[src/rtl/wfr_axi_readback.sv]
// wfr_axi_readback: AXI4 read master that fetches a recorded waveform from DRAM
// and streams it to a downstream consumer with valid/ready flow control.
// A request is split into bursts of at most MAX_BURST_LEN beats. No burst
// crosses a 4 KiB page, and only one burst is in flight at a time.
module wfr_axi_readback #(
    parameter int AXI_ADDR_WIDTH = 35,
    parameter int AXI_DATA_WIDTH = 128,
    parameter int MAX_BURST_LEN  = 16,
    parameter int COUNT_WIDTH    = 24
) (
    input  logic                      clk,
    input  logic                      reset,
    // request / status
    input  logic                      start,
    input  logic [AXI_ADDR_WIDTH-1:0] startAddress,
    input  logic [COUNT_WIDTH-1:0]    beatCount,
    output logic                      busy,
    output logic                      done,
    output logic                      error,
    // AXI read address channel
    output logic [AXI_ADDR_WIDTH-1:0] axi_ARADDR,
    output logic [7:0]                axi_ARLEN,
    output logic                      axi_ARVALID,
    input  logic                      axi_ARREADY,
    // AXI read data channel
    input  logic [AXI_DATA_WIDTH-1:0] axi_RDATA,
    input  logic [1:0]                axi_RRESP,
    input  logic                      axi_RLAST,
    input  logic                      axi_RVALID,
    output logic                      axi_RREADY,
    // output stream
    output logic [AXI_DATA_WIDTH-1:0] outData,
    output logic                      outValid,
    input  logic                      outReady
);

    // Bytes per beat and the number of address bits below one beat.
    localparam int BPB   = AXI_DATA_WIDTH / 8;
    localparam int OFF_W = $clog2(BPB);
    // Width for burst-length arithmetic: wide enough for the beat counter and
    // for the 4096-byte page distance.
    localparam int LW    = (COUNT_WIDTH > 13) ? COUNT_WIDTH : 13;

    localparam logic [AXI_ADDR_WIDTH-1:0] ADDR_MASK = ~AXI_ADDR_WIDTH'(BPB - 1);
    localparam logic [AXI_ADDR_WIDTH-1:0] ADDR_STEP = AXI_ADDR_WIDTH'(BPB);
    localparam logic [1:0]                RESP_OKAY = 2'b00;

    typedef enum logic [1:0] {
        S_IDLE,
        S_ADDR,
        S_DATA,
        S_DONE
    } state_e;

    state_e                      state_q,      state_d;
    logic [AXI_ADDR_WIDTH-1:0]   addr_q,       addr_d;
    logic [COUNT_WIDTH-1:0]      remaining_q,  remaining_d;
    logic [8:0]                  beats_left_q, beats_left_d;
    logic                        busy_q,       busy_d;
    logic                        done_q,       done_d;
    logic                        error_q,      error_d;
    logic [AXI_ADDR_WIDTH-1:0]   araddr_q,     araddr_d;
    logic [7:0]                  arlen_q,      arlen_d;
    logic                        arvalid_q,    arvalid_d;
    logic [AXI_DATA_WIDTH-1:0]   out_data_q,   out_data_d;
    logic                        out_valid_q,  out_valid_d;

    logic [LW-1:0]               page_beats;
    logic [LW-1:0]               len_w;
    logic                        rready;
    logic                        r_hs;
    logic                        last_beat;

    // Length of the next burst: the smallest of the burst cap, the beats still
    // owed, and the beats left before the next 4 KiB page boundary.
    always_comb begin
        page_beats = LW'((13'd4096 - {1'b0, addr_q[11:0]}) >> OFF_W);
        len_w      = LW'(MAX_BURST_LEN);
        if (LW'(remaining_q) < len_w) begin
            len_w = LW'(remaining_q);
        end
        if (page_beats < len_w) begin
            len_w = page_beats;
        end
    end

    // R channel is accepted only in DATA, and only if the output register is
    // free or is draining in this same cycle. This keeps every beat.
    assign rready    = (state_q == S_DATA) && (!out_valid_q || outReady);
    assign r_hs      = axi_RVALID && rready;
    assign last_beat = (beats_left_q == 9'd1);

    // Next-state and next-output computation for the read sequencer and the
    // output register.
    always_comb begin
        // NOTE: every _d defaults to its _q first, so no path through this block infers a latch.
        state_d      = state_q;
        addr_d       = addr_q;
        remaining_d  = remaining_q;
        beats_left_d = beats_left_q;
        busy_d       = busy_q;
        done_d       = 1'b0;
        error_d      = error_q;
        araddr_d     = araddr_q;
        arlen_d      = arlen_q;
        arvalid_d    = arvalid_q;
        out_data_d   = out_data_q;
        out_valid_d  = out_valid_q;

        unique case (state_q)
            S_IDLE: begin
                if (start) begin
                    addr_d      = startAddress & ADDR_MASK;
                    remaining_d = beatCount;
                    error_d     = 1'b0;
                    busy_d      = 1'b1;
                    state_d     = (beatCount == '0) ? S_DONE : S_ADDR;
                end
            end

            S_ADDR: begin
                if (!arvalid_q) begin
                    // Address and length are captured once and then held
                    // until the interconnect accepts them.
                    araddr_d  = addr_q;
                    arlen_d   = 8'(len_w - LW'(1));
                    arvalid_d = 1'b1;
                end else if (axi_ARREADY) begin
                    arvalid_d    = 1'b0;
                    beats_left_d = {1'b0, arlen_q} + 9'd1;
                    state_d      = S_DATA;
                end
            end

            S_DATA: begin
                if (r_hs) begin
                    beats_left_d = beats_left_q - 9'd1;
                    remaining_d  = remaining_q - COUNT_WIDTH'(1);
                    addr_d       = addr_q + ADDR_STEP;
                    // A bad response or a misplaced RLAST is recorded, but
                    // the beat is still delivered.
                    if (axi_RRESP != RESP_OKAY) begin
                        error_d = 1'b1;
                    end
                    if (axi_RLAST != last_beat) begin
                        error_d = 1'b1;
                    end
                    if (last_beat) begin
                        state_d = (remaining_q != COUNT_WIDTH'(1)) ? S_ADDR : S_DONE;
                    end
                end
            end

            S_DONE: begin
                busy_d  = 1'b0;
                done_d  = 1'b1;
                state_d = S_IDLE;
            end

            default: begin
                state_d = S_IDLE;
            end
        endcase

        // The output register is independent of the sequencer state. The
        // final beat may still be draining after the request has finished.
        if (r_hs) begin
            out_data_d  = axi_RDATA;
            out_valid_d = 1'b1;
        end else if (out_valid_q && outReady) begin
            out_valid_d = 1'b0;
        end
    end

    // State and registered outputs. Reset abandons any burst in flight.
    always_ff @(posedge clk or posedge reset) begin
        if (reset) begin
            state_q      <= S_IDLE;
            addr_q       <= '0;
            remaining_q  <= '0;
            beats_left_q <= '0;
            busy_q       <= 1'b0;
            done_q       <= 1'b0;
            error_q      <= 1'b0;
            araddr_q     <= '0;
            arlen_q      <= '0;
            arvalid_q    <= 1'b0;
            out_data_q   <= '0;
            out_valid_q  <= 1'b0;
        end else begin
            // NOTE: non-blocking assignments, so every flop samples the pre-edge values of the others.
            state_q      <= state_d;
            addr_q       <= addr_d;
            remaining_q  <= remaining_d;
            beats_left_q <= beats_left_d;
            busy_q       <= busy_d;
            done_q       <= done_d;
            error_q      <= error_d;
            araddr_q     <= araddr_d;
            arlen_q      <= arlen_d;
            arvalid_q    <= arvalid_d;
            out_data_q   <= out_data_d;
            out_valid_q  <= out_valid_d;
        end
    end

    assign busy        = busy_q;
    assign done        = done_q;
    assign error       = error_q;
    assign axi_ARADDR  = araddr_q;
    assign axi_ARLEN   = arlen_q;
    assign axi_ARVALID = arvalid_q;
    assign axi_RREADY  = rready;
    assign outData     = out_data_q;
    assign outValid    = out_valid_q;

endmodule

[config.mk]
export PLATFORM = sky130hd
export DESIGN_NAME = wfr_axi_readback
export DESIGN_NICKNAME = d
export VERILOG_FILES = /design/src/rtl/wfr_axi_readback.sv
export SDC_FILE = /design/constraint.sdc
export NUM_CORES = 1
export LEC_CHECK = 0
export BUFFER_PORTS_ARGS = -buffer_cell sky130_fd_sc_hd__buf_2
export CAP_MARGIN = 20
export CELL_PAD_IN_SITES_DETAIL_PLACEMENT = 1
export CELL_PAD_IN_SITES_GLOBAL_PLACEMENT = 2
export CORE_ASPECT_RATIO = 0.5
export CORE_MARGIN = 1
export CORE_UTILIZATION = 29
export DETAILED_ROUTE_END_ITERATION = 8
export PLACE_DENSITY_LB_ADDON = 0.1
export SLEW_MARGIN = 0
export SYNTH_ARGS = -nofsm -noshare
export SYNTH_HDL_FRONTEND = slang
export SYNTH_SLANG_ARGS = --single-unit
[constraint.sdc]
create_clock -name clk -period 9.2 [get_ports clk]
set_input_delay 1.38 -clock clk [delete_from_list [all_inputs] [get_ports clk]]
set_output_delay 1.38 -clock clk [all_outputs]
set_load 0.1 [all_outputs]
# ---- Word-level counts from Yosys, hierarchy flattened
# Index checks and enable logic that the tools add are counted.
dict set report word_totals {
  in_bits 196
  ff_bits 246
}
dict set report classes {
  n_reduce_logical 18
  eq_ne 12
  mux 32
  n_bitwise 1
  addsub 6
  order_cmp 2
}
# cell n
set op_table {}
lappend op_table {{$mux W24} 3}
lappend op_table {{$mux W35} 2}
lappend op_table {{$pmux W35 S2} 1}
lappend op_table {{$pmux W24 S2} 1}
lappend op_table {{$add A35 B5 Y35 const B} 1}
lappend op_table {{$mux W9} 3}
lappend op_table {{$logic_not A24 Y1} 1}
lappend op_table {{$lt A20 B24 Y1} 1}
lappend op_table {{$lt A24 B5 Y1 const B} 1}
lappend op_table {{$ne A24 B1 Y1 const B} 1}
lappend op_table {{$sub A24 B1 Y24 const B} 1}
lappend op_table {{$pmux W9 S2} 1}
lappend op_table {{$mux W2} 7}
lappend op_table {{$sub A13 B12 Y14 const A} 1}
lappend op_table {{$mux W1} 10}
lappend op_table {{$ne A2 B2 Y1 const B} 5}
lappend op_table {{$reduce_bool A2 Y1} 5}
lappend op_table {{$add A8 B1 Y9 const B} 1}
lappend op_table {{$eq A9 B1 Y1 const B} 1}
lappend op_table {{$sub A9 B1 Y9 const B} 1}
lappend op_table {{$mux W8} 1}
lappend op_table {{$pmux W2 S4} 1}
lappend op_table {{$reduce_and A4 Y1} 2}
lappend op_table {{$sub A8 B1 Y8 const B} 1}
lappend op_table {{13 further kinds} 18}

# ---- Depth between registers and ports, before layout
dict set report logic_depth {
  word_depth 6
  ltp_mapped 19
}

# ---- Worst setup path before layout
# Ideal clock, no wire load.
dict set report synth_path {
  path_type {reg2reg}
  from {register addr_q[4]}
  to {register arlen_q[6], in the netlist axi_ARLEN[6]}
  required_ps 9110
  setup_ps 90
  arrival_time_ps 4332
  path_slack_ps 4778
  n_path_buf 2
  path_stages_with_launch 18
  path_cell_list {dfrtp_1 -> clkbuf_8 -> inv_1 -> ha_1 -> or3b_1 -> or3_2 -> xor2_1 -> ha_1 -> a211oi_1 -> nor2_1 -> o31a_2 -> or3_4 -> buf_2 -> a31oi_1 -> ha_1 -> o21ai_0 -> or4_1 -> o2111ai_1}
}
dict set report synth_via {
  elab_chain_cells 4
}
# item line_no
set synth_rtl {}
lappend synth_rtl {{from (decl)} 56} ;# logic [AXI_ADDR_WIDTH-1:0] addr_q, addr_d;
lappend synth_rtl {{from (signal assigned)} 193} ;# addr_q <= addr_d;
lappend synth_rtl {{$sub A13 B12 Y14 *} 77} ;# page_beats = LW'((13'd4096 - {1'b0, addr_q[11:0]}) >> OFF_W);
lappend synth_rtl {{$lt A20 B24 Y1} 82} ;# if (page_beats < len_w) begin
lappend synth_rtl {{$mux W8 *} 82}
lappend synth_rtl {{$sub A8 B1 Y8 *} 126} ;# arlen_d = 8'(len_w - LW'(1));
lappend synth_rtl {{to (signal assigned)} 200} ;# arlen_q <= arlen_d;
lappend synth_rtl {{to (decl)} 63} ;# logic [7:0] arlen_q, arlen_d;
# Mark *: on every way between the ends. The rest lies on a longest branch, timed or not.
# A chain may end at the register's enable or synchronous reset.

# ---- Final worst setup path
# Ends and elaborated chain as after synthesis.

==> results.yml <==
clocking:
  cts_num_sinks: 238
  clockBufferDepth: 3
  cts_buffers: 26
  h-tree-depth: 1
  cts_hold_buf: 0
  cts_tree: "yes"
  ctsResizeCount: 0
  cts-root-buf: "clkbuf_16"
  clk_latency_ns: 0.55
  post_cts_buffers: 0
  clk_pin_slew_worst_paths_ns: 0.06
worst_hold_path:
  worst_hold_startpoint: "axi_ARADDR[16]"
  whs_endpoint: "axi_ARADDR[16]"
  hold_class: "reg -> reg"
  hold_path_depth: 2
critical_path:
  critPathRequiredTime_ns: 9.66
  rrSetupSlack_ns: 4.22
  critPathArrivalTime_ns: 5.43
  cpPeakStageDelay_ns: 0.52
  startpoint_type: "flip-flop"
  cp_common_cell: "ha_1"
  r2r_start: "addr_q[4]"
  path_class: "reg -> reg"
  cp_slowest_cell: "dfrtp_1"
  cp-end-kind: "flip-flop"
  reg2reg_depth: 15
  cp_num_buf_inv: 1
  timing.rr.end: "axi_ARLEN[6]"
  crit_path_max_fanout: 14
  cp_top_family: "simple AND/OR/NAND/NOR gates"
  crit_chain: "inv_1 > ha_1 > or3b_1 > or3_2 > xor2_1 > ha_1 > a211oi_1 > nor2_1 > o31a_2 > or3_4 > a31oi_1 > ha_1 > o21ai_0 > or4_1 > o2111ai_1"
layout:
  multi_input_area_um2: 5100
  seq_area_um2: 5960
  drive_gt1_frac: 0.260
  fin_area_um2: 14600
  syn2layout_area_growth_pct: 27.4
  nets: 1901
  fillCellCount: 4690
die:
  rows: 51
  start_util: 0.294
  io_pins: 373
  fp.dieW_um: 283
  coreArea_um2: 38900
  die_area_um2: 40300
  die_h_um: 142
route:
  firstDrtPassIters: 4
  drc: 0
  drtAntennaViolNets: 0
  first_iter_violations: 501
  wl_per_cell_um: 18.3
  wl_um: 40900
  vias: 10913
  drt-vias-per-instance: 4.88
global_route:
  grt_pass1_vias: 11545
  grt_usage: 0.201
  grt_overflow: 0
  grt_max_degree: 106
  grt_pass1_wl_um: 64400
  antenna_found_initial: 6
synthesis:
  syn_inst: 1367
  ys.flop_type: "dfrtp_1"
  avgSynthCellArea_um2: 8.37
  yosysMostFrequentCell: "nand2_1"
  yosysUniqueCellTypes: 71
  synthArstFlopShare: 1.00
  synth_top_area_share: 0.521
  synthTopCellsByArea: "dfrtp_1 52%, nand2_1 17%, a21oi_1 3.4%"
  synth-seq-area-share: 0.521
  yosys-top-cells-count: "532 x nand2_1, 238 x dfrtp_1, 77 x a21oi_1, 74 x clkbuf_1, 72 x nor2_1"
  yosys_warnings: 0
  syn_area_um2: 11400
  synth_top_area_cell: "dfrtp_1"
  synth_edf_count: 0
  yosys_register_bits: 238
timing:
  max_slew_margin: 0.276
  fin_ws_ns: 4.22
  drv_slew: 0
  worst_clock_skew_ns: 0.0154
  fmax_ghz: 0.201
  period_needed_ns: 4.98
  setup_tns_ns: 0
  rsz0062_at_grt: "no"
  setup_viol: 0
  finalCritPeriodShare: 0.541
  hold_violations: 0
  worst_slew_pin_slew_ns: 1.09
status:
  status: "complete, no violations"
place:
  post-place-ws_ns: 4.30
  dp_hpwl_um: 28900
  dpl_cell_area_um2: 13700
  io_buffer_count: 364
  place_congestion: 0.807
job:
  drv_cap: 0
flip-flops by register name (all words and copies together), names as in the netlist, 2 cells and up:
signal / cells
state_q: 2
remaining_q: 24
outData: 128
addr_q: 31
axi_ARADDR: 31
axi_ARLEN: 8
beats_left_q: 9
worst reg2reg max path, cell delays in order, from the launching register on:
cell,delay [ns]
dfrtp_1,0.52
inv_1,0.32
ha_1,0.23
or3b_1,0.42
or3_2,0.50
xor2_1,0.19
ha_1,0.25
a211oi_1,0.25
nor2_1,0.08
o31a_2,0.29
or3_4,0.47
a31oi_1,0.22
ha_1,0.32
o21ai_0,0.21
or4_1,0.51
o2111ai_1,0.10
logic make-up (layout without fill, tap and decap cells):
kind of cell               after synthesis  after routing  share of synthesized area
AOI/OAI and AO/OA                      234            234                      0.125
xor gates and xnor gates                18             18                     0.0138
muxes                                    5              5                    0.00492
buffers and inverters                  104            434                     0.0394
other                                    2             11                   0.000656
and+or+nand+nor                        749            749                      0.277
DFF                                    238            238                      0.521
adders and majority gates               17             17                     0.0186
cell usage in the layout, fill, tap and decap left out, types with 4 or more instances in the layout:
cell type / netlist / layout
o22a_1: 9 / 9
clkbuf_16: 0 / 27
and2_1: 5 / 5
nor4_1: 15 / 15
xnor2_1: 10 / 10
o21ai_0: 46 / 46
clkbuf_8: 2 / 9
a22o_1: 5 / 5
buf_4: 4 / 10
inv_1: 16 / 15
o211ai_1: 4 / 4
buf_2: 2 / 364
a211oi_1: 4 / 4
and3_1: 7 / 6
a32oi_1: 5 / 5
nor3_1: 24 / 24
o22ai_1: 19 / 19
nand2_1: 532 / 532
or4_1: 5 / 5
conb_1: 2 / 8
xor2_1: 8 / 8
dfrtp_1: 238 / 238
nand4_1: 12 / 12
a22oi_1: 6 / 6
a31oi_1: 10 / 9
ha_1: 17 / 17
nand3_1: 40 / 39
a21oi_1: 77 / 77
o21ai_1: 19 / 19
o41ai_1: 5 / 5
nor2_1: 72 / 72
per-stage QoR:
| step | hold slack [ns] | instances | util |
|---|---|---|---|
| after floorplan | 0.452 | 1373 | - |
| after global placement | 0.453 | 2189 | 0.352 |
| after detailed placement | 0.456 | 2189 | 0.352 |
| after CTS | 0.472 | 2232 | 0.374 |
| after global routing | 0.491 | 2235 | 0.375 |
| final | 0.469 | 2236 | 0.375 |
cell type report:
cell class	instances	area share
flip-flops and latches	238	0.408
multi-input cells	1031	0.350
repair buffers	375	0.132
clock buffers	39	0.0556
well taps	530	0.0455
inverters	16	0.00463
clock inverters	4	0.00335
diodes	3	0.000515
how the worst max path moves through the flow:
stage	to	depth (start not counted)	start
5_1_grt	axi_ARLEN[6]	15	addr_q[4]
6_report	axi_ARLEN[6]	15	addr_q[4]
4_1_cts	axi_ARLEN[6]	15	addr_q[4]
3_3_place_gp	axi_ARLEN[6]	15	addr_q[4]
3_5_place_dp	axi_ARLEN[6]	15	addr_q[4]
2_1_floorplan	addr_q[10]	1	reset
per-layer routing:
layer,routed length (um),global-route usage,vias up,share of wire
met5,27,0,-,0.00066
met4,1100,0.0592,4,0.027
met3,1960,0.0468,70,0.048
met2,20300,0.350,189,0.50
met1,17500,0.248,5432,0.43
li1,-,-,5218,-
Power is not shown: default switching activity piles up to over one toggle a cycle in this logic, so the estimate is an artifact.
